### src/rtl/jk_ctrl_pkg.sv
// ---------------------------------------------------------------------------
// jk_ctrl_pkg
// Shared definitions for the JK bank controller:
//   - opcode constants OP_NOP..OP_DOWN (opcodes 6 and 7 are reserved)
//   - FSM state encoding (IDLE, EXEC, DONE)
//   - is_reserved(): true for opcodes that run as NOP and raise err
// ---------------------------------------------------------------------------
package jk_ctrl_pkg;

   localparam logic [2:0] OP_NOP    = 3'd0;
   localparam logic [2:0] OP_CLEAR  = 3'd1;
   localparam logic [2:0] OP_LOAD   = 3'd2;
   localparam logic [2:0] OP_TOGGLE = 3'd3;
   localparam logic [2:0] OP_UP     = 3'd4;
   localparam logic [2:0] OP_DOWN   = 3'd5;

   typedef enum logic [1:0] {
      IDLE = 2'd0,
      EXEC = 2'd1,
      DONE = 2'd2
   } state_e;

   function automatic logic is_reserved(input logic [2:0] op);
      return (op > OP_DOWN);
   endfunction

endpackage

### src/rtl/jk_cell.sv
// ---------------------------------------------------------------------------
// jk_cell
// One JK flip-flop.
//   {j,k} = 00 hold, 01 reset, 10 set, 11 toggle.
// Ports:
//   clk   in  rising-edge clock
//   rst_n in  asynchronous active-low reset (q -> 0)
//   j, k  in  JK drive
//   q     out cell state
// ---------------------------------------------------------------------------
module jk_cell (
   input  logic clk,
   input  logic rst_n,
   input  logic j,
   input  logic k,
   output logic q
);

   always_ff @(posedge clk or negedge rst_n) begin
      if (!rst_n) begin
         q <= 1'b0;
      end else begin
         case ({j, k})
            2'b01:   q <= 1'b0;
            2'b10:   q <= 1'b1;
            2'b11:   q <= ~q;
            default: q <= q;
         endcase
      end
   end

endmodule

### src/rtl/jk_bank_ctrl.sv
// ---------------------------------------------------------------------------
// jk_bank_ctrl
// Command-driven controller that owns a bank of WIDTH JK cells and turns
// clear / load / toggle-mask / count up-down-by-N commands into per-bit J/K
// drive each cycle.
// Ports:
//   clk, rst_n   clock, asynchronous active-low reset
//   cmd_valid    command present
//   cmd_ready    controller accepts a command this cycle (high only in IDLE)
//   cmd_op       opcode (see jk_ctrl_pkg)
//   cmd_arg      load value, toggle mask, or step count
//   hold         pauses a running UP/DOWN count
//   q, qbar      bank state and its complement
//   busy         command in progress (EXEC or DONE)
//   done         one-cycle completion pulse
//   err          pulses with done for a reserved opcode
//   dbg_state    current FSM state (state_e encoding)
//
// Handshake: a command transfers on a rising edge where cmd_valid and
// cmd_ready are both high; op/arg are only sampled on that edge. cmd_ready
// is a pure function of the state register, so it never depends on
// cmd_valid in the same cycle.
// ---------------------------------------------------------------------------
module jk_bank_ctrl
   import jk_ctrl_pkg::*;
#(
   parameter int WIDTH = 4
) (
   input  logic             clk,
   input  logic             rst_n,
   input  logic             cmd_valid,
   output logic             cmd_ready,
   input  logic [2:0]       cmd_op,
   input  logic [WIDTH-1:0] cmd_arg,
   input  logic             hold,
   output logic [WIDTH-1:0] q,
   output logic [WIDTH-1:0] qbar,
   output logic             busy,
   output logic             done,
   output logic             err,
   output logic [1:0]       dbg_state
);

   state_e           state;
   logic [2:0]       op_r;
   logic [WIDTH-1:0] arg_r;
   logic [WIDTH-1:0] rem_r;
   logic [WIDTH-1:0] j;
   logic [WIDTH-1:0] k;
   logic [WIDTH-1:0] tmask;
   logic             carry;
   logic             is_count;
   logic             acc_count;

   assign is_count  = (op_r == OP_UP) || (op_r == OP_DOWN);
   assign acc_count = (cmd_op == OP_UP) || (cmd_op == OP_DOWN);

   // Ripple toggle mask for one count step: bit i toggles when every lower
   // bit is 1 (UP) or every lower bit is 0 (DOWN); bit 0 always toggles.
   always_comb begin
      tmask = '0;
      carry = 1'b1;
      for (int i = 0; i < WIDTH; i++) begin
         tmask[i] = carry;
         if (op_r == OP_DOWN) carry = carry & ~q[i];
         else                 carry = carry & q[i];
      end
   end

   // J/K decode. Everything outside EXEC leaves the bank untouched.
   always_comb begin
      j = '0;
      k = '0;
      if (state == EXEC) begin
         case (op_r)
            OP_CLEAR: begin
               k = '1;
            end
            OP_LOAD: begin
               j = arg_r;
               k = ~arg_r;
            end
            OP_TOGGLE: begin
               j = arg_r;
               k = arg_r;
            end
            OP_UP, OP_DOWN: begin
               if (!hold) begin
                  j = tmask;
                  k = tmask;
               end
            end
            default: ;
         endcase
      end
   end

   always_ff @(posedge clk or negedge rst_n) begin
      if (!rst_n) begin
         state <= IDLE;
         op_r  <= OP_NOP;
         arg_r <= '0;
         rem_r <= '0;
         done  <= 1'b0;
         err   <= 1'b0;
      end else begin
         done <= 1'b0;
         err  <= 1'b0;
         case (state)
            IDLE: begin
               if (cmd_valid) begin
                  op_r  <= cmd_op;
                  arg_r <= cmd_arg;
                  rem_r <= cmd_arg;
                  // A zero-length count has nothing to execute.
                  if (acc_count && (cmd_arg == '0)) begin
                     state <= DONE;
                     done  <= 1'b1;
                  end else begin
                     state <= EXEC;
                  end
               end
            end
            EXEC: begin
               if (is_count) begin
                  if (!hold) begin
                     rem_r <= rem_r - WIDTH'(1);
                     if (rem_r == WIDTH'(1)) begin
                        state <= DONE;
                        done  <= 1'b1;
                     end
                  end
               end else begin
                  state <= DONE;
                  done  <= 1'b1;
                  err   <= is_reserved(op_r);
               end
            end
            DONE: begin
               state <= IDLE;
            end
            default: begin
               state <= IDLE;
            end
         endcase
      end
   end

   for (genvar g = 0; g < WIDTH; g++) begin : g_cell
      jk_cell u_cell (
         .clk   (clk),
         .rst_n (rst_n),
         .j     (j[g]),
         .k     (k[g]),
         .q     (q[g])
      );
   end

   assign qbar      = ~q;
   assign cmd_ready = (state == IDLE);
   assign busy      = (state != IDLE);
   assign dbg_state = state;

endmodule

### config.mk
export PLATFORM = sky130hd
export DESIGN_NAME = jk_bank_ctrl
export DESIGN_NICKNAME = d
export VERILOG_FILES = /design/src/rtl/jk_ctrl_pkg.sv /design/src/rtl/jk_cell.sv /design/src/rtl/jk_bank_ctrl.sv
export SDC_FILE = /design/constraint.sdc
export NUM_CORES = 1
export LEC_CHECK = 0
export BUFFER_PORTS_ARGS = -buffer_cell sky130_fd_sc_hd__buf_2
export CORE_MARGIN = 2
export CORE_UTILIZATION = 25
export CTS_BUF_LIST = sky130_fd_sc_hd__clkbuf_2
export DETAILED_ROUTE_END_ITERATION = 7
export PLACE_DENSITY = 0.45
export SYNTH_ARGS = -nofsm -noshare
export SYNTH_HDL_FRONTEND = slang
export SYNTH_SLANG_ARGS = --single-unit
### constraint.sdc
create_clock -name clk -period 3.1 [get_ports clk]
set_input_delay 0.465 -clock clk [delete_from_list [all_inputs] [get_ports clk]]
set_output_delay 0.465 -clock clk [all_outputs]
set_load 0.05 [all_outputs]
==> results of run 1 <==
-- worst max-delay path: stages (launching register included) --
cell and delay [ns]:
dfrtp_1 0.54, nor2_4 0.21, buf_2 0.29
-- cell usage after synthesis, drive strengths merged (3+ instances only) --
| master | instances | area (µm²) |
|---|---|---|
| nor2 | 6 | 30.0 |
| nor3 | 3 | 15.0 |
| a21oi | 3 | 15.0 |
| buf | 11 | 78.8 |
| nor2b | 6 | 40.0 |
| mux2i | 4 | 40.0 |
| mux2 | 7 | 78.8 |
| o21ai | 12 | 60.1 |
| inv | 9 | 33.8 |
| dfrtp | 19 | 475 |
| nor3b | 4 | 41.3 |
| nand2 | 5 | 18.8 |
-- area by class of cell --
class | instances | share of cell area (%)
clock buffer | 3 | 1.12
inverter | 9 | 2.53
tap | 54 | 5.06
sequential | 19 | 35.6
clock inverter | 1 | 0.562
multi-input combinational | 84 | 46.2
timing repair buffer | 24 | 8.99
-- per-layer routing --
metal	wire length, µm	part of all wire [%]	up-vias
li1	-	-	477
met1	1390	50	461
met2	1220	44	24
met3	144	5.2	2
met4	14	0.51	0
met5	0	0	-
-- worst max-delay path by stage --
stage / from / end / slack (ns) / cells after the start
4_1_cts: dbg_state[0]$_DFFE_PN0P_ / cmd_ready / 1.21 / 2
2_1_floorplan: dbg_state[0]$_DFFE_PN0P_ / busy / 1.20 / 3
6_report: dbg_state[0]$_DFFE_PN0P_ / cmd_ready / 1.27 / 2
5_1_grt: dbg_state[0]$_DFFE_PN0P_ / cmd_ready / 1.15 / 2
3_3_place_gp: dbg_state[1]$_DFFE_PN0P_ / g_cell[3].u_cell.q$_DFFE_PN0P_ / 1.54 / 4
3_5_place_dp: op_r[2]$_DFFE_PN0P_ / g_cell[3].u_cell.q$_DFFE_PN0P_ / 1.49 / 4
-- through the flow --
stage / instances / area [µm²] / hold slack, ns / util, %
5_1_grt: 194 / 1340 / 0.0384 / 28.5
3_5_place_dp: 190 / 1310 / 0.446 / 28.0
4_1_cts: 194 / 1340 / 0.0314 / 28.5
2_1_floorplan: 123 / 1200 / 0.169 / -
3_3_place_gp: 190 / 1310 / 0.448 / 28.0
6_report: 194 / 1340 / 0.0359 / 28.5
-- state kept, by name, summed over array words and instances (netlist names) --
register         flops
arg_r                4
g_cell.u_cell.q      4
rem_r                4
op_r                 3
dbg_state            2
done                 1
err                  1
-- kinds of logic after synthesis --
logic type / count (synthesis)
simple gates: 35
xor+xnor: 3
flops: 19
buf+inv: 20
fa+ha+maj: 2
compound gates: 33
mux: 11
==> impl_metrics.toml, run 1 <==
[floorplan]
die_x_um = 73.4
std_cell_rows = 25
design.core.area_um2 = 4690
num_io_pins = 25
dieArea_um2 = 5390
die_h_um = 73.4
start_util_pct = 25.7

[grt]
grt_max_degree = 20
track_usage_pct = 11.5
grt_busiest_layer = "met2"
grt_pass1_wl_um = 4800
overflow = 0
grt_use_met1_pct = 16.1
antenna_found_initial = 0
met3_usage_pct = 3.43
grt_pass1_vias = 968
met2_usage_pct = 17.3

[synth]
synth.distinct_cells = 43
async_flop_share_pct = 100
ys_ff_latch = 19
synth_top_family_by_area = "simple AND/OR/NAND/NOR gates"
synth_adder_area_share_pct = 2.08
syn_area_per_cell_um2 = 9.80
synth-main-ff-cell = "dfrtp_1"
synth_compound_area_share_pct = 18.5
synth_nets = 136
syn-cell-area_um2 = 1200
synth-xor-area-share_pct = 2.18
synth_edf_count = 0
yosys_warnings = 0
ys_seq_area_share_pct = 39.5
synth_mux_area_share_pct = 9.87
yosys.area_share.simple_pct = 18.6
synthCells = 123

[clocking]
ctsResizeCount = 0
clk_path_buf_depth = 2
root_buffer = "clkbuf_2"
cts_hold_buffers = 0
cts_tree = "done"
postCtsSetupBuffers = 0
clkSinkCount = 19
clkLatencyLatePin_ns = 0.33
numCtsBuffers = 3
clkTransAtPathRegs_ns = 0.21
cts_htree_levels = 1

[final_layout]
fin_nets = 154
seq_area_um2 = 475
area_delta_synth_final_pct = 10.9
layout_commonest_cell = "buf_2"
n_fill_cell = 501
drive_gt1_share_pct = 27.9
n_antenna_cell = 0
final_cell_mix = "buf_2 (24), dfrtp_1 (19), o21ai_0 (12), inv_1 (9), mux2_2 (7)"
multi_input_area_um2 = 617

[critical_path]
crit_required_ns = 2.63
critPathKind = "reg -> out"
worstPathMaxFanout = 9
startpoint_type = "flop"
r2r-end = "rem_r[3]$_DFFE_PN0P_"
reg2regPathDepth = 4
critPathArrivalTime_ns = 1.36
reg2reg_from = "op_r[2]$_DFFE_PN0P_"
cp-end-kind = "output pin"
r2r_slack_ns = 1.41

[sta]
rsz0062_at_grt = "false"
worst_pin_slew_ns = 0.474
max_slew_margin_pct = 68.4
clock_skew_ns = 0.00939
period_needed_ns = 1.83
fmax_mhz = 548
period_share_pct = 58.9
setup_ws_ns = 1.27
finalSetupViolations = 0
fin_tns_setup_ns = 0
hold_viol = 0
finalMaxSlewViolations = 0

[drt]
wirelength_um = 2770
num_vias = 964
wl_per_cell_um = 14.3
viasPerCell = 4.97
route.detailed.drc = 0
dr.pass1.iters = 4
ant_nets = 0
drtIter0Drc = 80

[worst_hold_path]
hold_path_class = "in -> async"

[placement]
io_buffers = 24
dp_hpwl_um = 2040
place.gp.congestion = 0.767
post-place-ws_ns = 1.49

[run]
cap_viol_max_count = 0

[run_status]
status = "finished, final reports clean"
Power of run 1 is not shown: default switching activity piles up to over one toggle a cycle in this logic, so the estimate is an artifact.
==> inputs of run 2 (changes only) <==
Settings changed: PLACE_DENSITY 0.45 to 0.46.
Clock period 3.1 ns to 1.5 ns, I/O delays scaled along.
==> impl_metrics.toml, run 2 (synthesis gave the netlist of run 1 again) <==
[grt]
antenna_found_initial = 0
track_usage_pct = 12.3
grt_max_degree = 20
grt_pass1_wl_um = 5030
grt_pass1_vias = 1057
overflow = 0

[critical_path]
r2r_slack_ns = 0.08
worstPathMaxFanout = 3
startpoint_type = "flop"
cp_slowest_cell = "dfrtp_2"
path_common_cell = "buf_6"
critPathArrivalTime_ns = 1.22
cpPeakStageDelay_ns = 0.47
crit_required_ns = 1.27
cp-end-kind = "output pin"
cp_cell_sequence = "buf_6 -> nor2_4 -> inv_2 -> buf_6"
critPathKind = "reg -> out"

[sta]
period_share_pct = 96.7
period_needed_ns = 1.45
max_slew_margin_pct = 69.8
worst_pin_slew_ns = 0.454
finalSetupViolations = 0
setup_ws_ns = 0.0501
clock_skew_ns = 0.00319
finalMaxSlewViolations = 0
fmax_mhz = 690
timing.hold.ws_ns = 0.110
rsz0062_at_grt = "true"
hold_viol = 0

[final_layout]
drive_gt1_share_pct = 39.2
postLayoutCoreUtil_pct = 31.3
top_regs = "arg_r x4, g_cell.u_cell.q x4, rem_r x4"
final_cells = 207
final_cell_mix = "buf_2 (21), dfrtp_1 (14), o21ai_0 (11), buf_4 (11), inv_1 (8)"
fin_nets = 167
n_antenna_cell = 0
area_delta_synth_final_pct = 21.9
layout_commonest_cell = "buf_2"

[run]
cap_viol_max_count = 0

[floorplan]
design.core.area_um2 = 4690
dieArea_um2 = 5390
die_x_um = 73.4
num_io_pins = 25
std_cell_rows = 25
start_util_pct = 25.7
die_h_um = 73.4

[power]
power_frac_seq_pct = 29.2
powerDensity_nw_per_um2 = 2560
switching_share_pct = 51.6
combPwrFrac_pct = 64.3
power.switching_mw = 1.94
p_clk_share_pct = 6.4
internal_power_mw = 1.82
vdd_ir_drop_max_v = 0.00113
p_leak_nw = 0.649

[drt]
wl_per_cell_um = 14.4
wirelength_um = 2980
ant_nets = 0
route.detailed.drc = 0
num_vias = 1020
drtIter0Drc = 33
dr.pass1.iters = 4
viasPerCell = 4.93

[clocking]
numCtsBuffers = 3
clkSinkCount = 19
clk_path_buf_depth = 2
clkLatencyLatePin_ns = 0.33
cts_htree_levels = 1
clkTransAtPathRegs_ns = 0.21
cts_tree = "done"
root_buffer = "clkbuf_2"

[run_status]
status = "finished, final reports clean"

[placement]
post-place-ws_ns = 0.0876
io_buffers = 24
place.gp.congestion = 0.880
dp_hpwl_um = 2250
dp.cells = 201

[worst_hold_path]
hold_path_class = "in -> reg"
==> run 2: cell count changes in the layout (fill, tap and decap cells not counted), moves of 3 or more <==
cell,before,now
buf_2,24,21
buf_4,0,11
buf_6,0,3
dfrtp_1,19,14
dfrtp_2,0,5
==> run 2: cell type report <==
cell class              instances  area (µm²)
multi-input cells              84         627
well taps                      54        67.6
fillers                       525        3220
clock inverters                 1        5.00
flip-flops and latches         19         482
repair buffers                 37         239
inverters                       9        33.8
clock buffers                   3        15.0
==> run 2: critical path, delay by kind of cell, from the launching register on <==
family | cells | cell delay, ns
buffers and inverters | 3 | 0.31
DFF | 1 | 0.47
and+or+nand+nor | 1 | 0.11
==> run 2: per-layer routing <==
metal	part of all wire (%)	wire length, µm	track usage [%]	vias up
met2	47	1390	20.4	34
met3	6.4	190	3.29	2
li1	-	-	-	499
met4	0.47	14	2.42	0
met1	46	1380	16.2	485
met5	0	0	0	-
==> run 2: repair_timing <==
item | CTS | global route
endpoints found under the setup margin | 2 | 8
hold buffers | 1 | 0
resized for setup | 3 | 10
hold endpoints to repair | 19 | 0
buffers inserted | 1 | 0
pin swaps | 1 | 0
==> run 2: power groups by stage <==
stage	Sequential (mW)	Clock [mW]	Combinational, mW
floorplan	1.14	0	1.77
global placement	1.10	0	2.31
detailed placement	1.11	0	2.31
CTS	1.09	0.258	2.39
global route	1.16	0.279	2.64
finish	1.10	0.242	2.42
==> run 2: worst paths after layout <==
kind                                                     start  cells after the start                              to
worst max-delay path                  dbg_state[1]$_DFFE_PN0P_                      4                            busy
worst min-delay path                                 cmd_op[0]                      2             op_r[0]$_DFFE_PN0P_
worst min register to register  g_cell[2].u_cell.q$_DFFE_PN0P_                      1  g_cell[2].u_cell.q$_DFFE_PN0P_
worst max register to register             op_r[1]$_DFFE_PN0P_                      5  g_cell[1].u_cell.q$_DFFE_PN0P_
min in group asynchronous                                rst_n                      2             op_r[2]$_DFFE_PN0P_
max in group asynchronous                                rst_n                      2             op_r[1]$_DFFE_PN0P_
==> run 2: per-stage QoR <==
| stage | TNS, ns | power, mW | instance area, µm² |
|---|---|---|---|
| 2_1_floorplan | -0.866 | 2.90 | 1220 |
| 3_3_place_gp | 0 | 3.41 | 1400 |
| 3_5_place_dp | 0 | 3.42 | 1400 |
| 4_1_cts | -0.00249 | 3.74 | 1450 |
| 5_1_grt | -0.0430 | 4.07 | 1470 |
| 6_report | 0 | 3.76 | 1470 |
(Power assumes the default switching activity.)
